$ cat src/rtl/vissue_if.sv
// vissue_if: issue-side and beat-side signals between the vector issue sequencer and its neighbours.
interface vissue_if #(
    parameter int VL_BITS    = 12,
    parameter int BEAT_BITS  = 12,
    parameter int LANE_BYTES = 8
);
    logic                  in_valid;
    logic                  in_ready;
    logic                  in_is_cfg;
    logic [VL_BITS-1:0]    in_vl;
    logic [2:0]            in_vsew;
    logic                  in_vill;
    logic                  dp_busy;
    logic                  out_valid;
    logic                  out_ready;
    logic [BEAT_BITS-1:0]  out_beat;
    logic [LANE_BYTES-1:0] out_be;
    logic                  out_last;
    logic                  cfg_commit;
    logic                  done;
    modport master (
        output in_valid, in_is_cfg, in_vl, in_vsew, in_vill, dp_busy, out_ready,
        input  in_ready, out_valid, out_beat, out_be, out_last, cfg_commit, done
    );
    modport slave (
        input  in_valid, in_is_cfg, in_vl, in_vsew, in_vill, dp_busy, out_ready,
        output in_ready, out_valid, out_beat, out_be, out_last, cfg_commit, done
    );
endinterface

$ cat src/rtl/vissue_seq.sv
// vissue_seq: splits a vector op into datapath beats with byte enables, and sequences vset* config commits.
module vissue_seq #(
    parameter int VLEN       = 16384,
    parameter int VLMAX      = VLEN / 8,
    parameter int VL_BITS    = $clog2(VLMAX) + 1,
    parameter int LANE_BYTES = 8,
    parameter int BEAT_BITS  = $clog2(VLMAX * 8 / LANE_BYTES) + 1
) (
    input  logic       clk,
    input  logic       rst,
    vissue_if.slave    bus
);
    localparam int TW = VL_BITS + 3;
    localparam int LB_SH = $clog2(LANE_BYTES);
    typedef enum logic [1:0] {IDLE, RUN, CFG_WAIT, CFG_COMMIT} state_t;
    state_t state, state_nxt;
    logic [TW-1:0] total, rem;
    logic [BEAT_BITS-1:0] beat;
    logic done_q, last, hs, acc, vec_go;
    logic [LANE_BYTES-1:0] be;
    // remaining bytes from the current beat onward; beat*LANE_BYTES always fits in TW bits
    assign rem    = total - (TW'(beat) << LB_SH);
    assign last   = rem <= TW'(LANE_BYTES);
    assign acc    = state == IDLE && bus.in_valid;
    assign vec_go = acc && !bus.in_is_cfg && !bus.in_vill && bus.in_vl != '0;
    assign hs     = state == RUN && bus.out_ready;
    always_comb begin
        be = '0;
        for (int i = 0; i < LANE_BYTES; i++) be[i] = !last || (TW'(i) < rem);
    end
    always_comb begin
        state_nxt = state;
        if (state == IDLE && acc)
            state_nxt = bus.in_is_cfg ? (bus.dp_busy ? CFG_WAIT : CFG_COMMIT) : (vec_go ? RUN : IDLE);
        else if (state == RUN)
            state_nxt = hs && last ? IDLE : RUN;
        else if (state == CFG_WAIT)
            state_nxt = bus.dp_busy ? CFG_WAIT : CFG_COMMIT;
        else if (state == CFG_COMMIT)
            state_nxt = IDLE;
    end
    always_ff @(posedge clk) begin
        if (rst) begin
            state  <= IDLE;
            total  <= '0;
            beat   <= '0;
            done_q <= 1'b0;
        end else begin
            state  <= state_nxt;
            done_q <= (acc && !bus.in_is_cfg && !vec_go) || (hs && last);
            if (vec_go) begin
                total <= TW'(bus.in_vl) << bus.in_vsew;
                beat  <= '0;
            end else if (hs) begin
                beat  <= beat + 1'b1;
            end
        end
    end
    assign bus.in_ready   = state == IDLE;
    assign bus.out_valid  = state == RUN;
    assign bus.out_beat   = state == RUN ? beat : '0;
    assign bus.out_be     = state == RUN ? be : '0;
    assign bus.out_last   = state == RUN && last;
    assign bus.cfg_commit = state == CFG_COMMIT;
    assign bus.done       = done_q || state == CFG_COMMIT;
endmodule

$ cat src/flat_wrapper.sv
// flat-port wrapper written by rule: the top's interface ports become plain ports
module vissue_seq_flat 
#(
    parameter int VLEN       = 16384,
    parameter int VLMAX      = VLEN / 8,
    parameter int VL_BITS    = $clog2(VLMAX) + 1,
    parameter int LANE_BYTES = 8,
    parameter int BEAT_BITS  = $clog2(VLMAX * 8 / LANE_BYTES) + 1
)
  (clk, rst, bus_in_valid, bus_in_is_cfg, bus_in_vl, bus_in_vsew, bus_in_vill, bus_dp_busy, bus_out_ready, bus_in_ready, bus_out_valid, bus_out_beat, bus_out_be, bus_out_last, bus_cfg_commit, bus_done);
  vissue_if #(.VL_BITS(VL_BITS), .BEAT_BITS(BEAT_BITS), .LANE_BYTES(LANE_BYTES)) bus_i ();
  input  logic clk;
  input  logic rst;
  input wire logic [$bits(bus_i.in_valid)-1:0] bus_in_valid;
  input wire logic [$bits(bus_i.in_is_cfg)-1:0] bus_in_is_cfg;
  input wire logic [$bits(bus_i.in_vl)-1:0] bus_in_vl;
  input wire logic [$bits(bus_i.in_vsew)-1:0] bus_in_vsew;
  input wire logic [$bits(bus_i.in_vill)-1:0] bus_in_vill;
  input wire logic [$bits(bus_i.dp_busy)-1:0] bus_dp_busy;
  input wire logic [$bits(bus_i.out_ready)-1:0] bus_out_ready;
  output wire logic [$bits(bus_i.in_ready)-1:0] bus_in_ready;
  output wire logic [$bits(bus_i.out_valid)-1:0] bus_out_valid;
  output wire logic [$bits(bus_i.out_beat)-1:0] bus_out_beat;
  output wire logic [$bits(bus_i.out_be)-1:0] bus_out_be;
  output wire logic [$bits(bus_i.out_last)-1:0] bus_out_last;
  output wire logic [$bits(bus_i.cfg_commit)-1:0] bus_cfg_commit;
  output wire logic [$bits(bus_i.done)-1:0] bus_done;
  assign bus_i.in_valid = bus_in_valid;
  assign bus_i.in_is_cfg = bus_in_is_cfg;
  assign bus_i.in_vl = bus_in_vl;
  assign bus_i.in_vsew = bus_in_vsew;
  assign bus_i.in_vill = bus_in_vill;
  assign bus_i.dp_busy = bus_dp_busy;
  assign bus_i.out_ready = bus_out_ready;
  assign bus_in_ready = bus_i.in_ready;
  assign bus_out_valid = bus_i.out_valid;
  assign bus_out_beat = bus_i.out_beat;
  assign bus_out_be = bus_i.out_be;
  assign bus_out_last = bus_i.out_last;
  assign bus_cfg_commit = bus_i.cfg_commit;
  assign bus_done = bus_i.done;
  vissue_seq #(.VLEN(VLEN), .VLMAX(VLMAX), .VL_BITS(VL_BITS), .LANE_BYTES(LANE_BYTES), .BEAT_BITS(BEAT_BITS)) u_core (.clk(clk), .rst(rst), .bus(bus_i));
endmodule
$ cat config.mk
export PLATFORM = sky130hd
export DESIGN_NAME = vissue_seq_flat
export DESIGN_NICKNAME = d
export VERILOG_FILES = /design/src/rtl/vissue_if.sv /design/src/rtl/vissue_seq.sv /design/src/flat_wrapper.sv
export SDC_FILE = /design/constraint.sdc
export NUM_CORES = 1
export LEC_CHECK = 0
export ABC_AREA = 1
export BUFFER_PORTS_ARGS = -buffer_cell sky130_fd_sc_hd__buf_4
export CAP_MARGIN = 20
export CORE_MARGIN = 8
export CORE_UTILIZATION = 42
export CTS_BUF_LIST = sky130_fd_sc_hd__clkbuf_16
export DETAILED_ROUTE_END_ITERATION = 6
export SYNTH_ARGS = -nofsm -noshare
export SYNTH_HDL_FRONTEND = slang
export SYNTH_SLANG_ARGS = --single-unit
$ cat constraint.sdc
create_clock -name clk -period 7.3 [get_ports clk]
set_input_delay 1.46 -clock clk [delete_from_list [all_inputs] [get_ports clk]]
set_output_delay 1.46 -clock clk [all_outputs]
set_load 0.005 [all_outputs]
### After elaboration in Yosys (flattened, before gate mapping)

Index checks and enable logic that the tools add are counted.
W data, S select, Z words.

| storage, ports and cells | value |
|---|---|
| flip-flop bits (word level) | 30 |
| input port bits | 22 |
| output and inout bits | 25 |
| logic and storage cells | 56 |

| operators by class | value |
|---|---|
| add/subtract/negate cells | 2 |
| magnitude comparators | 9 |
| eq/ne operators | 3 |
| shift operators | 1 |
| muxes and demuxes | 10 |
| reduce and logical (&&, ||, !) cells | 27 |

Operators with widths:

| kind | number |
|---|---|
| $lt A3 B15 Y1 const A | 4 |
| $lt A1 B15 Y1 const A | 2 |
| $lt A2 B15 Y1 const A | 2 |
| $le A15 B4 Y1 const B | 1 |
| $shl A12 B3 Y15 | 1 |
| $sub A15 B15 Y15 | 1 |
| $add A12 B1 Y12 const B | 1 |
| $mux W12 | 1 |
| $reduce_bool A12 Y1 | 1 |
| $logic_or A1 B1 Y1 | 10 |
| $mux W2 | 5 |
| $logic_and A1 B1 Y1 | 9 |
| $mux W8 | 1 |
| $eq A2 B2 Y1 const B | 2 |
| $logic_not A1 Y1 | 4 |
| $reduce_bool A4 Y1 | 1 |
| $mux W1 | 3 |
| $eq A2 B1 Y1 const B | 1 |
| $logic_not A2 Y1 | 1 |
| $reduce_or A2 Y1 | 1 |

### Longest topological paths before layout

| logic depth | value |
|---|---|
| depth in word-level cells | 8 |
| mapped depth | 18 |
| gate-level depth less buffers | 18 |

### Worst setup path before layout

No wires, ideal clock.

| path | value |
|---|---|
| kind | register -> output |
| start | register u_core.beat[0] |
| end | output bus_out_be[2] |
| arrival | 2022 ps |
| required time | 5840 ps |
| path slack | 3818 ps |
| stages on the path, launching flop included | 15 |
| path buffers | 0 |
| path through | dfxtp_1 -> ha_1 -> fa_1 -> inv_1 -> nand3_1 -> nand2_1 -> nand2_1 -> nand3_1 -> nand2_1 -> nor2_1 -> nand3_1 -> nor2_1 -> nand3b_1 -> o21ai_1 -> nand2_1 |

| between the ends | value |
|---|---|
| longest elaborated chain between the ends | 5 |
| elaborated cells between the ends (all ways) | 6 |
| those cells by class | 1 x add/sub; 2 x order compare; 1 x mux; 2 x reduce/logical |

RTL lines:

| what | RTL line | source |
|---|---|---|
| from (decl) | vissue_seq.sv:18 | `logic [BEAT_BITS-1:0] beat;` |
| from (signal assigned) | vissue_seq.sv:55 | `beat <= beat + 1'b1;` |
| $sub A15 B15 Y15 * | vissue_seq.sv:22 | `assign rem = total - (TW'(beat) << LB_SH);` |
| $le A15 B4 Y1 | vissue_seq.sv:23 | `assign last = rem <= TW'(LANE_BYTES);` |
| $logic_not A1 Y1 | vissue_seq.sv:29 | `for (int i = 0; i < LANE_BYTES; i++) be[i] = !last \|\| (TW'(i) < rem);` |
| $logic_or A1 B1 Y1 * | vissue_seq.sv:29 |  |
| $mux W8 * | vissue_seq.sv:62 | `assign bus.out_be = state == RUN ? be : '0;` |
| to (decl) | flat_wrapper.sv:24 | `output wire logic [$bits(bus_i.out_be)-1:0] bus_out_be;` |

Every way passes the cells marked *; elsewhere a longest branch is shown, timed or not.

### Worst setup path after layout

| path | value |
|---|---|
| start | register u_core.beat[0] |
| end | output bus_out_be[6] |

The elaborated chain is that of the path after synthesis.

==> impl_metrics.tcl <==
set metrics [dict create \
    synth_area_leader_cell "dfxtp_1" \
    clk_pin_slew_worst_paths_ns 0.05 \
    min_period_ns 4.10 \
    worstPathMaxFanout 5 \
    p_leak_nw 1.64 \
    p_per_area_mw_per_mm2 169 \
    drc_errors 0 \
    grt_overflow 0 \
    hold_violations 0 \
    yosysSeqAreaShare_pct 23.7 \
    rsz0062_at_grt "false" \
    drtAntennaViolNets 0 \
    synth_top_area_share_pct 23.7 \
    setup_viol 0 \
    synth.distinct_cells 44 \
    h-tree-depth 2 \
    synth_cells 411 \
    num_antenna_cells 0 \
    grt_max_degree 20 \
    post-synth-top-count-cell "nand2_1" \
    cts_hold_buf 0 \
    grt_pass1_wl_mm 11.5 \
    whs_ns 0.479 \
    grt_pass1_vias 2594 \
    ir_drop_uv 112 \
    place_congestion 0.881 \
    r2r-start "u_core.beat[0]$_SDFFE_PP0P_" \
    ys_seq_elements 30 \
    hp-class "flip-flop to flip-flop" \
    outcome "complete, no violations" \
    worst_slack_ns 3.20 \
    grt_antenna_before_repair 0 \
    vias 2625 \
    finalWirelength_mm 6.45 \
    row_count 28 \
    cts_sinks 30 \
    drv_cap 0 \
    tightest_slew_ns 0.483 \
    cts_tree "yes" \
    multi_input_area_mm2 0.00161 \
    worstSetupPathType "flip-flop to output port" \
    dpl_worst_slack_ns 3.49 \
    hold_path_startpoint "u_core.total[5]$_SDFFE_PP0P_" \
    period_share_pct 56.2 \
    seq_area_um2 601 \
    end_kind "output port" \
    firstDrtPassIters 5 \
    design.die.area_mm2 0.00877 \
    syn_to_final_growth_pct 21.1 \
    die_w_um 93.7 \
    cts_made_buffers 5 \
    cts-resized-gates 0 \
    syn-num-nets 446 \
    fin_skew_ns 0.00436 \
    layout-drive-gt1-share_pct 15.5 \
    cts-root-buf "clkbuf_16" \
    drt_iter0_markers 104 \
    nets 491 \
    io_buffers 46 \
    hpwl_mm 5.38 \
    post_drt_wl_per_cell_um 12.1 \
    synth_area_mm2 0.00253 \
    nFillCells 636 \
    worstSetupStartpointType "flip-flop" \
    synth_edf_count 0 \
    maxSlewHeadroom_pct 67.8 \
    synthTopCellsByArea "dfxtp_1 (24%), nand2_1 (18%), inv_1 (10%)" \
    async_flop_share_pct 0 \
    postCtsSetupRepairBufs 0 \
    track_usage_pct 15.9 \
    arrival_ns 2.64 \
    synth_ff_type "dfxtp_1" \
    required_ns 5.84 \
    synth_commonest_cells "nand2_1 (121), inv_1 (69), nor2_1 (41), dfxtp_1 (30), o21ai_0 (27)" \
    coreArea_mm2 0.00589 \
    avgSynthCellArea_um2 6.16 \
    slew_viol_final 0 \
    fmax_mhz 244 \
    setup-tns-final_ns 0 \
    fin_util_pct 52.1 \
    avgViaCountPerCell 4.93 \
    crit_start "u_core.beat[0]$_SDFFE_PP0P_" \
    yosysWarnings 0 \
    cts_buffer_depth 2 \
    boundaryPins 47 \
    die_h_um 93.7 \
    worst_skew_pair.late_latency_ns 0.28 \
    start_util_pct 43.0 \
]
[where the power goes]
group	internal (mW)	switching (mW)
sequential	0.169	0.00512
combinational	0.0588	0.0904
clock	0.123	0.0715
[layout make-up]
class | count | area share (%)
Tap cell | 75 | 3.06
Sequential cell | 30 | 19.6
Multi-Input combinational cell | 298 | 52.4
Clock buffer | 5 | 4.08
Inverter | 75 | 9.22
Clock inverter | 3 | 0.408
Timing Repair Buffer | 46 | 11.3
[metal layers]
metal  vias up  share of wire [%]  track usage [%]
li1       1414                  -                -
met1      1160                 47             18.5
met2        40                 49             28.3
met3        11                2.7             3.04
met4         0                1.7             5.28
met5         -                  0                0
[critical path: stages (launching register included)]
cell and delay [ns]:
dfxtp_1 0.38, ha_1 0.26, fa_1 0.40, inv_1 0.09, nand3_1 0.09, nand2_1 0.12, nand2_1 0.09, nand2_1 0.07
nand2_1 0.04, nand2_1 0.07, nand3_1 0.09, nor2_1 0.15, nand3b_1 0.14, nand2_1 0.14, o21ai_0 0.10, buf_4 0.14
[placed cells by master (no fill, tap or decap), drive strengths merged]
| cell type | Yosys | routed |
|---|---|---|
| xor2 | 5 | 5 |
| a32o | 5 | 5 |
| o21ai | 33 | 33 |
| xnor2 | 1 | 1 |
| mux2i | 1 | 1 |
| or2 | 1 | 1 |
| nand3 | 27 | 27 |
| clkbuf | 4 | 5 |
| inv | 72 | 73 |
| nor2 | 46 | 46 |
| fa | 1 | 1 |
| nand4 | 6 | 6 |
| a22o | 2 | 2 |
| nor4 | 4 | 4 |
| dfxtp | 30 | 30 |
| o31ai | 1 | 1 |
| a31oi | 1 | 1 |
| o2111ai | 2 | 2 |
| nand2 | 123 | 123 |
| buf | 4 | 46 |
| o22ai | 4 | 4 |
| clkinv | 3 | 5 |
| o221ai | 1 | 1 |
| a21oi | 15 | 15 |
| o21a | 1 | 1 |
| nor3 | 3 | 3 |
| nand3b | 3 | 3 |
| ha | 12 | 12 |
[stage by stage]
stage | std cells | area [um^2] | power, mW
6_report | 532 | 3070 | 0.518
5_1_grt | 532 | 3070 | 0.554
4_1_cts | 532 | 3070 | 0.521
3_5_place_dp | 524 | 2930 | 0.327
3_3_place_gp | 524 | 2930 | 0.327
2_1_floorplan | 411 | 2530 | 0.281
[registers in the layout, indices dropped and copies added (netlist names)]
register / cells
u_core.total: 15
u_core.beat: 12
u_core.state: 2
u_core.done_q: 1
[worst paths after layout]
path                                                     end  slack, ns  cells past startpoint
worst max-delay path                           bus_out_be[6]       3.20                     15
worst min-delay path            u_core.total[5]$_SDFFE_PP0P_       0.48                      2
worst max register to register  u_core.state[0]$_SDFFE_PP0P_       4.98                     16
worst min register to register  u_core.total[5]$_SDFFE_PP0P_       0.48                      2
[kinds of logic after synthesis]
kind of cell	Yosys count	synth area share, %
flops	30	23.7
simple gates	213	39.1
xor+xnor	6	2.08
mux	1	0.395
compound gates	65	15.2
fa+ha+maj	13	6.72
buf+inv	83	12.8
Power figures use the tool's default switching activity.
